--- src/rtl/glitch_pkg.sv ---
// Shared types and defaults for the glitch sequencer: FSM encoding,
// default counter widths and the select code driven out of reset.
`timescale 1ns/1ps
package glitch_pkg;

  localparam int DELAY_W = 32;
  localparam int WIDTH_W = 16;
  localparam int COUNT_W = 8;

  localparam logic [2:0] MUX_SEL_RESET = 3'b000;

  typedef enum logic [2:0] {
    IDLE,
    ARMED,
    DELAY,
    PULSE,
    GAP,
    DONE
  } SeqState;

endpackage

--- src/rtl/glitch_sequencer_trig.sv ---
// Two-flop synchroniser for an asynchronous trigger pin followed by a
// polarity-selectable edge detector producing a registered one-cycle strobe.
`timescale 1ns/1ps
module trig_sync_edge
  import glitch_pkg::*;
(
  input  logic i_clk,
  input  logic i_rst_n,
  input  logic i_trig,
  input  logic i_rising,
  output logic o_det
);

  logic r_sync1;
  logic r_sync2;
  logic r_prev;
  logic r_det;
  logic w_edge;

  assign w_edge = i_rising ? (r_sync2 & ~r_prev) : (~r_sync2 & r_prev);

  // The strobe lands three clocks after the raw pin edge
  always_ff @(posedge i_clk) begin
    if (!i_rst_n) begin
      r_sync1 <= 1'b0;
      r_sync2 <= 1'b0;
      r_prev  <= 1'b0;
      r_det   <= 1'b0;
    end else begin
      r_sync1 <= i_trig;
      r_sync2 <= r_sync1;
      r_prev  <= r_sync2;
      r_det   <= w_edge;
    end
  end

  assign o_det = r_det;

endmodule

--- src/rtl/glitch_sequencer.sv ---
// Armed, trigger-started glitch pulse sequencer driving the MAX4619 select
// lines between an idle rail and a glitch rail with 10 ns resolution.
`timescale 1ns/1ps
module glitch_sequencer
  import glitch_pkg::*;
#(
  parameter int DELAY_W = glitch_pkg::DELAY_W,
  parameter int WIDTH_W = glitch_pkg::WIDTH_W,
  parameter int COUNT_W = glitch_pkg::COUNT_W
) (
  input  logic               i_clk,
  input  logic               i_rst_n,
  input  logic [DELAY_W-1:0] i_cfg_delay,
  input  logic [WIDTH_W-1:0] i_cfg_width,
  input  logic [WIDTH_W-1:0] i_cfg_gap,
  input  logic [COUNT_W-1:0] i_cfg_count,
  input  logic [2:0]         i_cfg_idle_sel,
  input  logic [2:0]         i_cfg_glitch_sel,
  input  logic               i_cfg_edge,
  input  logic               i_arm,
  input  logic               i_abort,
  input  logic               i_trig_in,
  output logic [2:0]         o_mux_sel,
  output logic               o_glitch_active,
  output logic               o_armed,
  output logic               o_busy,
  output logic               o_done
);

  localparam logic [DELAY_W-1:0] DELAY_ONE = DELAY_W'(1);
  localparam logic [WIDTH_W-1:0] WIDTH_ONE = WIDTH_W'(1);
  localparam logic [COUNT_W-1:0] COUNT_ONE = COUNT_W'(1);

  SeqState r_state;
  SeqState w_nextState;
  logic [2:0] w_muxNext;
  logic w_trigDet;
  logic w_latchCfg;

  logic [DELAY_W-1:0] r_cfgDelay;
  logic [WIDTH_W-1:0] r_cfgWidth;
  logic [WIDTH_W-1:0] r_cfgGap;
  logic [COUNT_W-1:0] r_cfgCount;
  logic [2:0]         r_cfgIdleSel;
  logic [2:0]         r_cfgGlitchSel;
  logic               r_cfgEdge;

  logic [DELAY_W-1:0] r_delayCtr;
  logic [WIDTH_W-1:0] r_widthCtr;
  logic [WIDTH_W-1:0] r_gapCtr;
  logic [COUNT_W-1:0] r_pulseCtr;

  logic [2:0] r_muxSel;
  logic       r_glitchActive;
  logic       r_done;

  trig_sync_edge u_trigSync (
    .i_clk    (i_clk),
    .i_rst_n  (i_rst_n),
    .i_trig   (i_trig_in),
    .i_rising (r_cfgEdge),
    .o_det    (w_trigDet)
  );

  // Outputs are registered from the next state, so they line up with r_state
  always_comb begin
    w_nextState = r_state;
    case (r_state)
      IDLE:    if (i_arm) w_nextState = ARMED;
      ARMED:   if (w_trigDet) w_nextState = (r_cfgDelay == '0) ? PULSE : DELAY;
      DELAY:   if (r_delayCtr <= DELAY_ONE) w_nextState = PULSE;
      PULSE:   if (r_widthCtr <= WIDTH_ONE)
                 w_nextState = (r_pulseCtr <= COUNT_ONE) ? DONE : GAP;
      GAP:     if (r_gapCtr <= WIDTH_ONE) w_nextState = PULSE;
      DONE:    w_nextState = IDLE;
      default: w_nextState = IDLE;
    endcase
    if (i_abort) w_nextState = IDLE;

    w_latchCfg = (r_state == IDLE) && (w_nextState == ARMED);

    if (w_nextState == PULSE)
      w_muxNext = r_cfgGlitchSel;
    else if (w_nextState == IDLE || r_state == IDLE)
      w_muxNext = i_cfg_idle_sel;
    else
      w_muxNext = r_cfgIdleSel;
  end

  always_ff @(posedge i_clk) begin
    if (!i_rst_n) begin
      r_state        <= IDLE;
      r_muxSel       <= MUX_SEL_RESET;
      r_glitchActive <= 1'b0;
      r_done         <= 1'b0;
      r_cfgDelay     <= '0;
      r_cfgWidth     <= WIDTH_ONE;
      r_cfgGap       <= WIDTH_ONE;
      r_cfgCount     <= COUNT_ONE;
      r_cfgIdleSel   <= MUX_SEL_RESET;
      r_cfgGlitchSel <= MUX_SEL_RESET;
      r_cfgEdge      <= 1'b1;
      r_delayCtr     <= '0;
      r_widthCtr     <= '0;
      r_gapCtr       <= '0;
      r_pulseCtr     <= '0;
    end else begin
      r_state        <= w_nextState;
      r_muxSel       <= w_muxNext;
      r_glitchActive <= (w_nextState == PULSE);
      r_done         <= (w_nextState == DONE);

      if (w_latchCfg) begin
        r_cfgDelay     <= i_cfg_delay;
        r_cfgWidth     <= (i_cfg_width == '0) ? WIDTH_ONE : i_cfg_width;
        r_cfgGap       <= (i_cfg_gap == '0) ? WIDTH_ONE : i_cfg_gap;
        r_cfgCount     <= (i_cfg_count == '0) ? COUNT_ONE : i_cfg_count;
        r_cfgIdleSel   <= i_cfg_idle_sel;
        r_cfgGlitchSel <= i_cfg_glitch_sel;
        r_cfgEdge      <= i_cfg_edge;
        r_pulseCtr     <= (i_cfg_count == '0) ? COUNT_ONE : i_cfg_count;
      end

      // All counters count down and hold at zero rather than wrapping
      case (r_state)
        ARMED: r_delayCtr <= r_cfgDelay;
        DELAY: if (r_delayCtr != '0) r_delayCtr <= r_delayCtr - DELAY_ONE;
        PULSE: begin
          if (r_widthCtr != '0) r_widthCtr <= r_widthCtr - WIDTH_ONE;
          if (r_widthCtr <= WIDTH_ONE && r_pulseCtr != '0)
            r_pulseCtr <= r_pulseCtr - COUNT_ONE;
        end
        GAP:   if (r_gapCtr != '0) r_gapCtr <= r_gapCtr - WIDTH_ONE;
        default: ;
      endcase

      if (w_nextState == PULSE && r_state != PULSE) r_widthCtr <= r_cfgWidth;
      if (w_nextState == GAP && r_state != GAP) r_gapCtr <= r_cfgGap;
    end
  end

  assign o_mux_sel       = r_muxSel;
  assign o_glitch_active = r_glitchActive;
  assign o_done          = r_done;
  assign o_busy          = (r_state != IDLE);
  assign o_armed         = (r_state == ARMED);

endmodule
--- config.mk ---
export PLATFORM = sky130hd
export DESIGN_NAME = glitch_sequencer
export DESIGN_NICKNAME = d
export VERILOG_FILES = /design/src/rtl/glitch_pkg.sv /design/src/rtl/glitch_sequencer_trig.sv /design/src/rtl/glitch_sequencer.sv
export SDC_FILE = /design/constraint.sdc
export NUM_CORES = 1
export LEC_CHECK = 0
export ABC_AREA = 1
export BUFFER_PORTS_ARGS = -buffer_cell sky130_fd_sc_hd__buf_4
export CORE_MARGIN = 4
export CORE_UTILIZATION = 50
export DETAILED_ROUTE_END_ITERATION = 10
export MAX_ROUTING_LAYER = met4
export PLACE_DENSITY_LB_ADDON = 0.15
export SYNTH_ARGS = -nofsm -noshare
export SYNTH_HDL_FRONTEND = slang
export SYNTH_SLANG_ARGS = --single-unit
--- constraint.sdc ---
create_clock -name i_clk -period 4.8 [get_ports i_clk]
set_clock_uncertainty 0.1 [all_clocks]
set_input_delay 0.72 -clock i_clk [delete_from_list [all_inputs] [get_ports i_clk]]
set_output_delay 0.72 -clock i_clk [all_outputs]
set_load 0.02 [all_outputs]
==> summary.md <==
| Metric | Value |
|---|---|
| Flop2flop setup slack | 1.67 ns |
| Nets@finish | approximately 1400 |
| CTS H-Tree Depth | 4 |
| Hold Path Class | flop to flop |
| Hold Startpoint | u_trigSync.r_sync1$_SDFF_PN0_ |
| Commonest non-fill, non-tap cell in the layout | nand2_1 |
| Fillers | 1558 |
| Final period utilization | 0.653 |
| Port Buffer Count | 90 |
| Reg2reg end | r_pulseCtr[0]$_SDFF_PN0_ |
| Worst setup path class | flop to flop |
| CTS tree | built |
| R2r worst-path depth | 12 |
| Area occupied by multi-input gates | around 4300 µm² |
| Hold EP | u_trigSync.r_sync2$_SDFF_PN0_ |
| Post-Synth Adder-Cell Area | 0.0138 |
| Post-synth cell types | 47 |
| DP HPWL | about 15000 µm |
| Clock-pin slew on the worst setup and hold paths | ~0.06 ns |
| Routed vias | between 7000 and 8000 |
| Die ar. | approximately 18000 µm² |
| Critical path required time | slightly above 5 ns |
| Dpl cell area | 8870 µm² |
| Clock Tree Buf Depth | 2 |
| Most frequent cells in the layout | nand2_1 (246), nor2_1 (162), dfxtp_1 (155) |
| Initial antenna violation count | 0 |
| Net count after synthesis | between 1000 and 1500 |
| First DRT Iteration DRCs | slightly above 700 |
| N_diodes | 0 |
| First-pass GRT wire length | 35800 µm |
| Clock sinks | about 160 |
| Overflow after GRT | 0 |
| WL/cell | around 14 µm |
| Fin. max-slew vios | 0 |
| Final ANT Viol Nets | 0 |
| Avg Cell Area, Syn | between 6 and 7 µm² |
| Clock latency on the worst-skew pair | 0.42 ns |
| Sequential cell area fraction in the yosys report | 0.381 |
| Area Overhead vs Synth | 16.3% |
| Crit path top cell by count | nor2_1 |
| Worst Tran Pin Value | 1.07 ns |
| Pwr dens | 338 nW/µm² |
| Worst IR drop on VDD | 256 µV |
| Layout cells sized above 1 | 0.130 |
| Hold Vio Cnt, Final | 0 |
| Post-synthesis async set-or-reset flop share | 0 |
| RSZ-0062 raised after global routing | no |
| Status | finished, final reports clean |
| Worst path arrival time | 3.39 ns |
| Num CTS Buffers | 17 |
| Die Y | about 140 µm |
| Largest net degree at the start of global routing | roughly 120 |
| Num rows | between 40 and 50 |
| Residual DRC count | 0 |
| #FFs+latches synth | 155 |
| Die W | roughly 140 µm |
| Core outline area | around 16000 µm² |
| Slew margin rel. | 0.286 |
| Register Area | a little over 3000 µm² |
| Vias in the first global route | around 7200 |
| CP Launch Type | flop |
| CP endpoint kind | flop |
| Postcts setup bufs | 0 |
| Via density | 5.24 |
| CTS-repair resized insts | 0 |
| Post-Synth Simple-Gate Area | 0.294 |
| GRT Util Overall | 0.247 |
| Cell count after synthesis | around 1200 |
| Critical path's slowest cell | buf_4 |
| Setup_tns | 0 ns |
| Hold Crit Depth | 2 |
| Reg2reg start | r_state[0]$_SDFF_PN0_ |
| Max-cap viol count | 0 |
| Post-synth EDFFs | 0 |
| Synth Area in Compound Gates | 0.186 |
| Multiplexer share of the synthesized area | 0 |
| Largest family of logic cells by synthesized area | simple AND/OR/NAND/NOR gates |
| Peak Freq | 0.319 GHz |
| Final wirelength | around 21000 µm |
| Syn. warnings | 0 |
| Final core utilization | 0.595 |
| Critical path fanouts, max | 115 |
| Synthesized area | approximately 8100 µm² |
| Root buffer cell | clkbuf_16 |
| Main synth FF type | dfxtp_1 |
| CTS Hold Bufs | 0 |
| Overall power | between 0.003 and 0.004 W |
| Initial Util | 0.511 |
| Drt first pass iters | 5 |
| Synth Area in XOR/XNOR | 0.0312 |
| Final Critical Period | 3.13 ns |
| Leakage | between 4 and 5 nW |
| Top-Level Pins | 91 |
| Setup violators final | 0 |
| Final Cell Area | 9480 µm² |
| CP Cell Sequence | nor3_4, buf_4, inv_2, nor2_1, nand2_1, nand3_4, nand4_4, buf_4, nand2_1, o21ai_1, nor2_1, nor2_1 |
| Placer Congestion | approximately 0.94 |
| Slowest stage delay, CP | around 0.84 ns |
-- critical path: cells and delay by family (launching register included) --
family	cells	cell delay, ns
compound gates	1	0.13
buf+inv	3	1.51
flops	1	0.45
simple gates	8	0.85
-- metrics by stage --
stage / setup WS, ns / cells / hold WS [ns]
2_1_floorplan: 2.71 / 1205 / 0.290
3_3_place_gp: 1.85 / 1465 / 0.296
3_5_place_dp: 1.69 / 1465 / 0.300
4_1_cts: 1.64 / 1497 / 0.315
5_1_grt: 1.34 / 1497 / 0.378
6_report: 1.67 / 1497 / 0.317
-- kinds of logic (layout without fill, tap and decap cells) --
| group | after synthesis | after routing |
|---|---|---|
| simple gates | 543 | 543 |
| compound gates | 283 | 283 |
| buf+inv | 186 | 262 |
| flops | 155 | 155 |
| xor+xnor | 29 | 29 |
| fa+ha+maj | 9 | 9 |
-- per-layer routing --
metal  part of all wire  vias to the layer above  wire (µm)  track usage
met3              0.038                       26        825       0.0334
li1                   -                     4072          -            -
met1               0.49                     3577      10600        0.346
met5                  0                        -          0            -
met2               0.45                      167       9720        0.373
met4              0.015                        0        331       0.0728
-- power breakdown --
part           leakage [nW]  switching [W]  total [W]  internal (W)
sequential             1.26      0.0000396    0.00139       0.00135
combinational          2.55       0.000277   0.000444      0.000167
clock                 0.300       0.000535    0.00137      0.000837
-- layout make-up --
cell class                 count  area share
timing repair buffer          94      0.0744
sequential                   155       0.327
inverter                     136      0.0543
clock inverter                 9      0.0115
tap                          216      0.0285
clock buffer                  23      0.0525
multi-input combinational    864       0.451
-- how the worst max path moves through the flow --
stage,start,to,slack [ns],cells past startpoint
floorplan,r_pulseCtr[0]$_SDFF_PN0_,r_gapCtr[10]$_SDFFE_PN0P_,2.71,17
global placement,r_state[0]$_SDFF_PN0_,r_pulseCtr[0]$_SDFF_PN0_,1.85,12
detailed placement,r_state[0]$_SDFF_PN0_,r_cfgWidth[9]$_SDFFE_PN0N_,1.69,10
CTS,r_state[0]$_SDFF_PN0_,r_pulseCtr[0]$_SDFF_PN0_,1.64,12
global route,r_state[0]$_SDFF_PN0_,r_pulseCtr[4]$_SDFF_PN0_,1.34,12
finish,r_state[0]$_SDFF_PN0_,r_pulseCtr[0]$_SDFF_PN0_,1.67,12
-- registers in the layout, indices dropped and copies added (netlist names), 3 cells and up --
register        flops
r_cfgWidth         16
r_cfgIdleSel        3
r_cfgDelay         32
r_gapCtr           16
r_cfgGlitchSel      3
r_state             3
r_widthCtr         16
o_mux_sel           3
r_pulseCtr          8
r_delayCtr         32
r_cfgGap           16
-- synth_stat cells, types with 8 or more instances --
library cell | count | area [µm²]
xnor2_1 | 8 | 70.1
a31oi_1 | 10 | 62.6
inv_1 | 126 | 473
dfxtp_1 | 155 | 3100
o21ai_1 | 12 | 60.1
nor2_1 | 162 | 608
ha_1 | 9 | 113
o21ai_0 | 94 | 470
nor4_1 | 12 | 75.1
nand3_1 | 50 | 250
xor2_1 | 21 | 184
a21oi_1 | 139 | 696
buf_2 | 12 | 60.1
nand2_1 | 246 | 923
nand4_1 | 23 | 144
nor3_1 | 17 | 85.1
clkbuf_1 | 27 | 101
inv_2 | 9 | 33.8
(Power assumes the default switching activity.)
